--- src/rtl/mac_learning_table.sv ---
// MAC address learning / forwarding-lookup table.
// Fully associative, aged entries, three-state lookup pipeline (IDLE/MATCH/RESP).
module mac_learning_table #(
  parameter  int PORT_NUMBER = 4,
  parameter  int TABLE_DEPTH = 16,
  parameter  int AGE_LIMIT   = 3,
  localparam int PW          = (PORT_NUMBER > 2) ? $clog2(PORT_NUMBER) : 1,
  localparam int CW          = $clog2(TABLE_DEPTH + 1)
) (
  input  logic                   clock,
  input  logic                   rst_n,
  input  logic                   lookup_valid,
  output logic                   lookup_ready,
  input  logic [47:0]            lookup_dst_mac,
  input  logic [47:0]            lookup_src_mac,
  input  logic [PW-1:0]          lookup_src_port,
  output logic                   result_valid,
  output logic [PORT_NUMBER-1:0] result_port_mask,
  output logic                   result_hit,
  input  logic                   age_tick,
  input  logic                   flush,
  output logic [CW-1:0]          entry_count
);

  localparam int AW = $clog2(AGE_LIMIT + 1);
  localparam int IW = (TABLE_DEPTH > 2) ? $clog2(TABLE_DEPTH) : 1;

  typedef enum logic [1:0] {IDLE, MATCH, RESP} state_t;

  state_t state;
  state_t state_nxt;

  logic abort;
  logic accept;

  logic [47:0]   req_dst;
  logic [47:0]   req_src;
  logic [PW-1:0] req_port;

  logic [TABLE_DEPTH-1:0] ent_valid;
  logic [47:0]            ent_mac  [TABLE_DEPTH];
  logic [PW-1:0]          ent_port [TABLE_DEPTH];
  logic [AW-1:0]          ent_age  [TABLE_DEPTH];

  logic          dst_hit;
  logic [PW-1:0] dst_port;
  logic          src_hit;
  logic [IW-1:0] src_idx;
  logic          free_found;
  logic [IW-1:0] free_idx;
  logic [IW-1:0] vic_idx;
  logic [AW-1:0] vic_age;

  logic [PORT_NUMBER-1:0] flood_mask;
  logic [PORT_NUMBER-1:0] dec_mask;
  logic                   dec_hit;

  logic                   learn_en;
  logic [IW-1:0]          learn_idx;
  logic [TABLE_DEPTH-1:0] wr_sel;
  logic [TABLE_DEPTH-1:0] val_nxt;
  logic [AW-1:0]          age_nxt [TABLE_DEPTH];
  logic [CW-1:0]          count_nxt;

  assign abort  = ~rst_n | flush;
  assign accept = lookup_valid & lookup_ready;

  // FSM state register; reset and flush both return to IDLE
  always_ff @(posedge clock) begin
    if (abort) state <= IDLE;
    else       state <= state_nxt;
  end

  // FSM next-state logic
  always_comb begin
    state_nxt = state;
    case (state)
      IDLE:    if (accept) state_nxt = MATCH;
      MATCH:   state_nxt = RESP;
      RESP:    state_nxt = IDLE;
      default: state_nxt = IDLE;
    endcase
  end

  // FSM outputs
  always_comb begin
    lookup_ready = (state == IDLE) & rst_n & ~flush;
    result_valid = (state == RESP);
  end

  // Capture request fields on acceptance
  always_ff @(posedge clock) begin
    if (!rst_n) begin
      req_dst  <= '0;
      req_src  <= '0;
      req_port <= '0;
    end else if (accept) begin
      req_dst  <= lookup_dst_mac;
      req_src  <= lookup_src_mac;
      req_port <= lookup_src_port;
    end
  end

  // Parallel search: dst/src matches, lowest free slot, oldest entry (lowest index on tie)
  always_comb begin
    dst_hit    = 1'b0;
    dst_port   = '0;
    src_hit    = 1'b0;
    src_idx    = '0;
    free_found = 1'b0;
    free_idx   = '0;
    vic_idx    = '0;
    vic_age    = ent_age[0];
    for (int unsigned i = 0; i < TABLE_DEPTH; i++) begin
      if (ent_valid[i] && (ent_mac[i] == req_dst) && !dst_hit) begin
        dst_hit  = 1'b1;
        dst_port = ent_port[i];
      end
      if (ent_valid[i] && (ent_mac[i] == req_src) && !src_hit) begin
        src_hit = 1'b1;
        src_idx = IW'(i);
      end
      if (!ent_valid[i] && !free_found) begin
        free_found = 1'b1;
        free_idx   = IW'(i);
      end
      if ((i > 0) && (ent_age[i] > vic_age)) begin
        vic_idx = IW'(i);
        vic_age = ent_age[i];
      end
    end
  end

  // Forwarding decision from pre-learning table contents
  always_comb begin
    flood_mask = ~(PORT_NUMBER'(1) << req_port);
    dec_mask   = flood_mask;
    dec_hit    = 1'b0;
    if (!req_dst[40] && dst_hit) begin
      dec_hit  = 1'b1;
      dec_mask = (dst_port == req_port) ? '0 : (PORT_NUMBER'(1) << dst_port);
    end
  end

  // Next table state: learning write wins over aging for the written entry
  always_comb begin
    learn_en  = (state == MATCH) & ~abort & ~req_src[40];
    learn_idx = src_hit ? src_idx : (free_found ? free_idx : vic_idx);
    wr_sel    = '0;
    val_nxt   = ent_valid;
    count_nxt = '0;
    for (int unsigned i = 0; i < TABLE_DEPTH; i++) begin
      age_nxt[i] = ent_age[i];
      if (learn_en && (learn_idx == IW'(i))) begin
        wr_sel[i]  = 1'b1;
        val_nxt[i] = 1'b1;
        age_nxt[i] = '0;
      end else if (age_tick && ent_valid[i]) begin
        if (ent_age[i] == AW'(AGE_LIMIT)) val_nxt[i] = 1'b0;
        else                              age_nxt[i] = ent_age[i] + AW'(1);
      end
      count_nxt = count_nxt + CW'(val_nxt[i]);
    end
  end

  // Table and entry count registers
  always_ff @(posedge clock) begin
    if (abort) begin
      ent_valid   <= '0;
      entry_count <= '0;
      for (int unsigned i = 0; i < TABLE_DEPTH; i++) ent_age[i] <= '0;
    end else begin
      ent_valid   <= val_nxt;
      entry_count <= count_nxt;
      for (int unsigned i = 0; i < TABLE_DEPTH; i++) begin
        ent_age[i] <= age_nxt[i];
        if (wr_sel[i]) begin
          ent_mac[i]  <= req_src;
          ent_port[i] <= req_port;
        end
      end
    end
  end

  // Result registers, updated at the end of MATCH and held afterwards
  always_ff @(posedge clock) begin
    if (!rst_n) begin
      result_port_mask <= '0;
      result_hit       <= 1'b0;
    end else if ((state == MATCH) && !flush) begin
      result_port_mask <= dec_mask;
      result_hit       <= dec_hit;
    end
  end

endmodule
--- config.mk ---
export PLATFORM = sky130hd
export DESIGN_NAME = mac_learning_table
export DESIGN_NICKNAME = d
export VERILOG_FILES = /design/src/rtl/mac_learning_table.sv
export SDC_FILE = /design/constraint.sdc
export NUM_CORES = 2
export LEC_CHECK = 0
export ABC_AREA = 0
export CAP_MARGIN = 40
export CORE_AREA = 2 2 360 362
export CTS_CLUSTER_DIAMETER = 80
export DETAILED_ROUTE_END_ITERATION = 12
export DIE_AREA = 0 0 362 364
export PLACE_DENSITY_LB_ADDON = 0.12
export SLEW_MARGIN = 5
export SYNTH_ARGS = -nofsm -noshare
export SYNTH_HDL_FRONTEND = slang
export SYNTH_SLANG_ARGS = --single-unit
--- constraint.sdc ---
create_clock -name clock -period 25.3 [get_ports clock]
set_input_delay 5.06 -clock clock [delete_from_list [all_inputs] [get_ports clock]]
set_output_delay 5.06 -clock clock [all_outputs]
set_load 0.005 [all_outputs]
Yosys cells after proc, flatten, opt, wreduce, memory -nomap -nowiden --
Memory sizes are Yosys's and may differ from the RTL's. Index checks and enable logic that the tools add are counted.
Operators by class: shifts and indexed selects 2, bitwise logic cells 27, add/subtract/negate cells 31, $lt $le $gt $ge 15, equal/unequal tests 67, mux-type cells 399, reductions and logical operators 204
Operators by type and width (count):
- $eq A48 B48 Y1 | 32
- $mux W48 | 15
- $reduce_or A48 Y1 | 15
- $mux W4 | 76
- $mux W2 | 110
- $mux W1 | 197
- $logic_and A1 B1 Y1 | 111
- $logic_not A1 Y1 | 61
- $add A5 B1 Y5 | 11
- $eq A2 B2 Y1 const B | 17
- $add A2 B1 Y2 const B | 16
- $eq A4 B4 Y1 const B | 8
- $gt A2 B2 Y1 | 15
- $reduce_or A2 Y1 | 15
- $or A1 B1 Y1 | 17
- $eq A4 B3 Y1 const B | 4
- $eq A4 B2 Y1 const B | 2
- $shl A1 B2 Y4 const A | 2
- $add A4 B1 Y5 | 1
- $and A1 B1 Y1 | 5
- $add A3 B1 Y4 | 1
- $eq A4 B1 Y1 const B | 1
- $logic_not A4 Y1 | 1
- $not A1 Y1 | 4
- 8 further kinds | 8
Storage, ports and cells: logic and storage cells 756, memories 3, bits in writable memories 832, bits in registers 126
Memory list:
- ent_mac | words 16, bits a word 48, read ports 16, clocked after Yosys merged registers in 0, write ports 1, line 41 | logic [47:0] ent_mac [TABLE_DEPTH];
- ent_age | words 16, bits a word 2, read ports 16, clocked after Yosys merged registers in 0, write ports 16, line 43 | logic [AW-1:0] ent_age [TABLE_DEPTH];
- ent_port | words 16, bits a word 2, read ports 16, clocked after Yosys merged registers in 0, write ports 1, line 42 | logic [PW-1:0] ent_port [TABLE_DEPTH];

Depth between registers and ports, before layout --
An unclocked memory read counts as a cell.
depth in word-level cells 72, gate-level depth with buffers 89, depth with buffers taken out 89

Worst setup path after synthesis --
No wires, ideal clock.
path type flip-flop to flip-flop, from memory ent_age[0][1] (netlist bit), to register entry_count[4], stages on the path, launching flop included 87, setup time 0.059 ns, data required time 25.241 ns, path slack 6.481 ns, data arrival time 18.760 ns, clock period less this slack 18.819 ns, cell sequence dfxtp_1 -> inv_1 -> ha_1 -> o21ba_1 -> or3_1 -> and2_1 -> ha_1 -> nand2b_1 -> and3_1 -> a21o_1 -> ha_1 -> nor2_1 -> a2bb2oi_1 -> and2_1 -> nor2_1 -> ha_1 -> inv_1 -> o22a_1 -> [... 51 more ...] -> o21ai_0 -> nand3_1 -> a21oi_1 -> nand2_1 -> nor2_1 -> nor2_1 -> fa_1 -> inv_1 -> fa_1 -> inv_1 -> fa_1 -> fa_1 -> inv_1 -> ha_1 -> inv_1 -> fa_1 -> nor2b_1 -> o211a_1
RTL lines:
- start: declaration | line 43
- end signal: assignment | line 174 | entry_count <= count_nxt;
- end: declaration | line 22 | output logic [CW-1:0] entry_count

==> flow_metrics.py <==
metrics = {
    "status": {
        "outcome": "complete, no violations",
    },
    "place": {
        "port_buffers": 114,
        "post-dp-hpwl_um": 146000,
        "gp_congestion": 0.988,
    },
    "synth": {
        "ys_seq_area_frac": 0.535,
        "synth_edf_count": 800,
        "syn_inst": 4212,
        "ys.flop_type": "edfxtp_1",
        "async_flop_share": 0,
        "ys_types": 73,
        "ys_seq_elements": 958,
        "syn_area_per_cell_um2": 12.1,
        "synth_area_um2": 50900,
        "synth_warnings": 0,
        "synth_nets": 4390,
    },
    "critical_path": {
        "crit_fanout": 54,
        "cp.arrival_ns": 20.46,
        "max_stage_delay_ns": 0.63,
        "path_class": "reg2reg",
        "ff2ff_setup_slack_ns": 5.45,
        "endpoint_kind": "flip-flop",
        "start_kind": "flip-flop",
        "cp_common_cell": "ha_1",
        "worstPathRequired_ns": 25.91,
        "crit_path_top_delay_cell": "a311oi_1",
    },
    "floorplan": {
        "rows": 132,
        "start_util": 0.396,
        "die_h_um": 364,
        "ios": 115,
        "core_area_um2": 128000,
        "dieArea_um2": 132000,
        "die_width_um": 362,
    },
    "power": {
        "p_leak_nw": 21.6,
        "peakVddDrop_uv": 55.8,
        "p_per_area_nw_per_um2": 61.5,
    },
    "final_layout": {
        "fin_util": 0.451,
        "drive_above_1_share": 0.105,
        "nets": 4544,
        "synthToLayoutAreaGrowth_pct": 13.8,
    },
    "clock_tree": {
        "cts-htree-levels": 3,
        "cts_setup_buffers": 0,
        "cts_hold_buffers": 0,
        "cts_resized": 0,
        "cts_root_buffer": "clkbuf_16",
        "cts_buffer_depth": 3,
        "cts_tree": "built",
        "clkLatencyLatePin_ns": 0.76,
        "cts.sinks": 958,
        "path_clk_slew_ns": 0.06,
        "cts-buffers-inserted": 111,
    },
    "route": {
        "drt-total-wl_um": 224000,
        "routedWlPerCell_um": 36.4,
        "route.met3.wl_um": 19800,
        "viasPerCell": 5.97,
        "dr.max_layer_used": "met4",
        "wl_met1_um": 91800,
        "drc": 0,
        "ant_nets": 0,
        "dr.pass1.iters": 8,
        "drt_iter0_drc": 5222,
        "wl_met2_um": 99600,
        "vias": 36700,
    },
    "global_routing": {
        "grt_pass1_wl_um": 300000,
        "grt_pass1_vias": 35300,
        "grt_max_degree": 72,
        "track_usage": 0.335,
        "grt_overflow": 0,
        "antenna_found_initial": 8,
    },
    "sta": {
        "setup-violations-final": 0,
        "hold_viol": 0,
        "slew_headroom": 0.370,
        "fin_crit_sh": 0.785,
        "tightest_slew_ns": 0.944,
        "clock.fmax_ghz": 0.0504,
        "finClkSkew_ns": 0.0416,
        "fin_setup_tns_ns": 0,
        "rsz0062_at_grt": "no",
        "maxSlewViolCount": 0,
        "timing.hold.ws_ns": 0.448,
        "finalCriticalPeriod_ns": 19.85,
    },
    "worst_hold_path": {
        "worst_hold_path_type": "reg2reg",
    },
    "flow_run": {
        "maxCapViolCount": 0,
    },
}
## worst max-delay path, delay by kind of cell, from the launching register on
kind,cells,cell delay (ns)
AOI/OAI and AO/OA,26,6.86
adders and majority gates,20,6.14
and+or+nand+nor,20,2.96
muxes,6,2.07
buffers and inverters,13,1.16
DFF,1,0.35
xor gates and xnor gates,1,0.17
## routing by layer
layer	vias to the layer above	GRT usage
li1	15300	-
met2	2105	0.525
met3	498	0.0520
met5	-	0
met1	18800	0.456
met4	0	0.155
## worst paths after layout
check	start	to	cells after the start
max	ent_age[0][1]	entry_count[3]	86
min	req_src[18]	ent_mac[1][162]	0
max reg2reg	ent_age[0][1]	entry_count[3]	86
min reg2reg	req_src[18]	ent_mac[1][162]	0
## report_power, final
group	switching (mW)	internal (mW)	total (mW)
Sequential	0.0274	1.71	1.73
Combinational	0.158	0.0792	0.237
Clock	0.700	0.888	1.59
## cells by family (layout without fill, tap and decap cells)
| kind of cell | count (synthesis) | count (layout) | share of synthesized area |
|---|---|---|---|
| multiplexers | 38 | 38 | 0.00824 |
| XOR/XNOR | 1455 | 1455 | 0.251 |
| flip-flops | 958 | 958 | 0.535 |
| adder cells (fa/ha/maj) | 75 | 75 | 0.0199 |
| other | 0 | 3 | 0 |
| buffers and inverters | 377 | 626 | 0.0354 |
| AND/OR/NAND/NOR | 972 | 972 | 0.103 |
| AO/OA/AOI/OAI | 337 | 337 | 0.0488 |
## placed cells by master (no fill, tap or decap), types with 8 or more instances in the layout
cell type and count:
xor2_1 888, edfxtp_1 800, xnor2_1 567, nand2_1 253
nor4_1 243, nand4_1 181, buf_4 158, inv_1 137
clkbuf_16 113, clkdlybuf4s50_1 113, a21boi_0 109, dfxtp_2 93
nor3_1 77, ha_1 65, dfxtp_1 64, nand3_1 51
nor2_1 44, o22ai_1 38, o21ai_0 31, clkbuf_1 31
a21oi_1 28, mux2i_1 25, clkinv_2 22, nor2b_1 20
nand2b_1 20, clkinv_1 20, nand3b_1 16, or4_1 14
nor2_4 14, a221oi_1 13, o2bb2ai_1 11, fa_1 10
o21a_1 9, a21o_1 9, and2_1 8, o221ai_1 8
a222oi_1 8
## synthesized netlist by cell type, types with 41 or more instances
master,number,area share
nand4_1,181,0.022
inv_1,139,0.010
buf_2,141,0.014
nand3_1,51,0.0050
dfxtp_1,158,0.062
nor4_1,244,0.030
buf_4,49,0.0072
nor2_1,58,0.0043
clkbuf_1,41,0.0030
xnor2_1,567,0.098
a21boi_0,109,0.016
ha_1,65,0.016
nor3_1,77,0.0076
nand2_1,254,0.019
edfxtp_1,800,0.47
xor2_1,888,0.15
## metrics by stage
| step | instance area [um^2] | instances | power, mW | setup slack (ns) |
|---|---|---|---|---|
| global placement | 54300 | 5923 | 2.00 | 5.81 |
| CTS | 57800 | 6135 | 3.56 | 5.59 |
| detailed placement | 54300 | 5927 | 2.00 | 5.66 |
| global route | 57900 | 6136 | 3.63 | 4.07 |
| finish | 57900 | 6139 | 3.56 | 5.45 |
| floorplan | 50900 | 4212 | 1.87 | 6.48 |
## layout make-up
type	count	area (um^2)
fillers	11800	70500
clock inverters	58	467
clock buffers	150	3030
repair buffers	277	2440
inverters	141	532
well taps	1675	2100
multi-input cells	2877	22000
flip-flops and latches	958	27300
diodes	3	7.51
## registers in the layout (all words and copies together) (netlist names)
name	cells
ent_mac	768
req_dst	48
req_src	48
ent_age	32
ent_port	32
ent_valid	16
entry_count	5
result_port_mask	4
req_port	2
state	2
result_hit	1
Note: power is estimated with default switching activity, not from simulation.
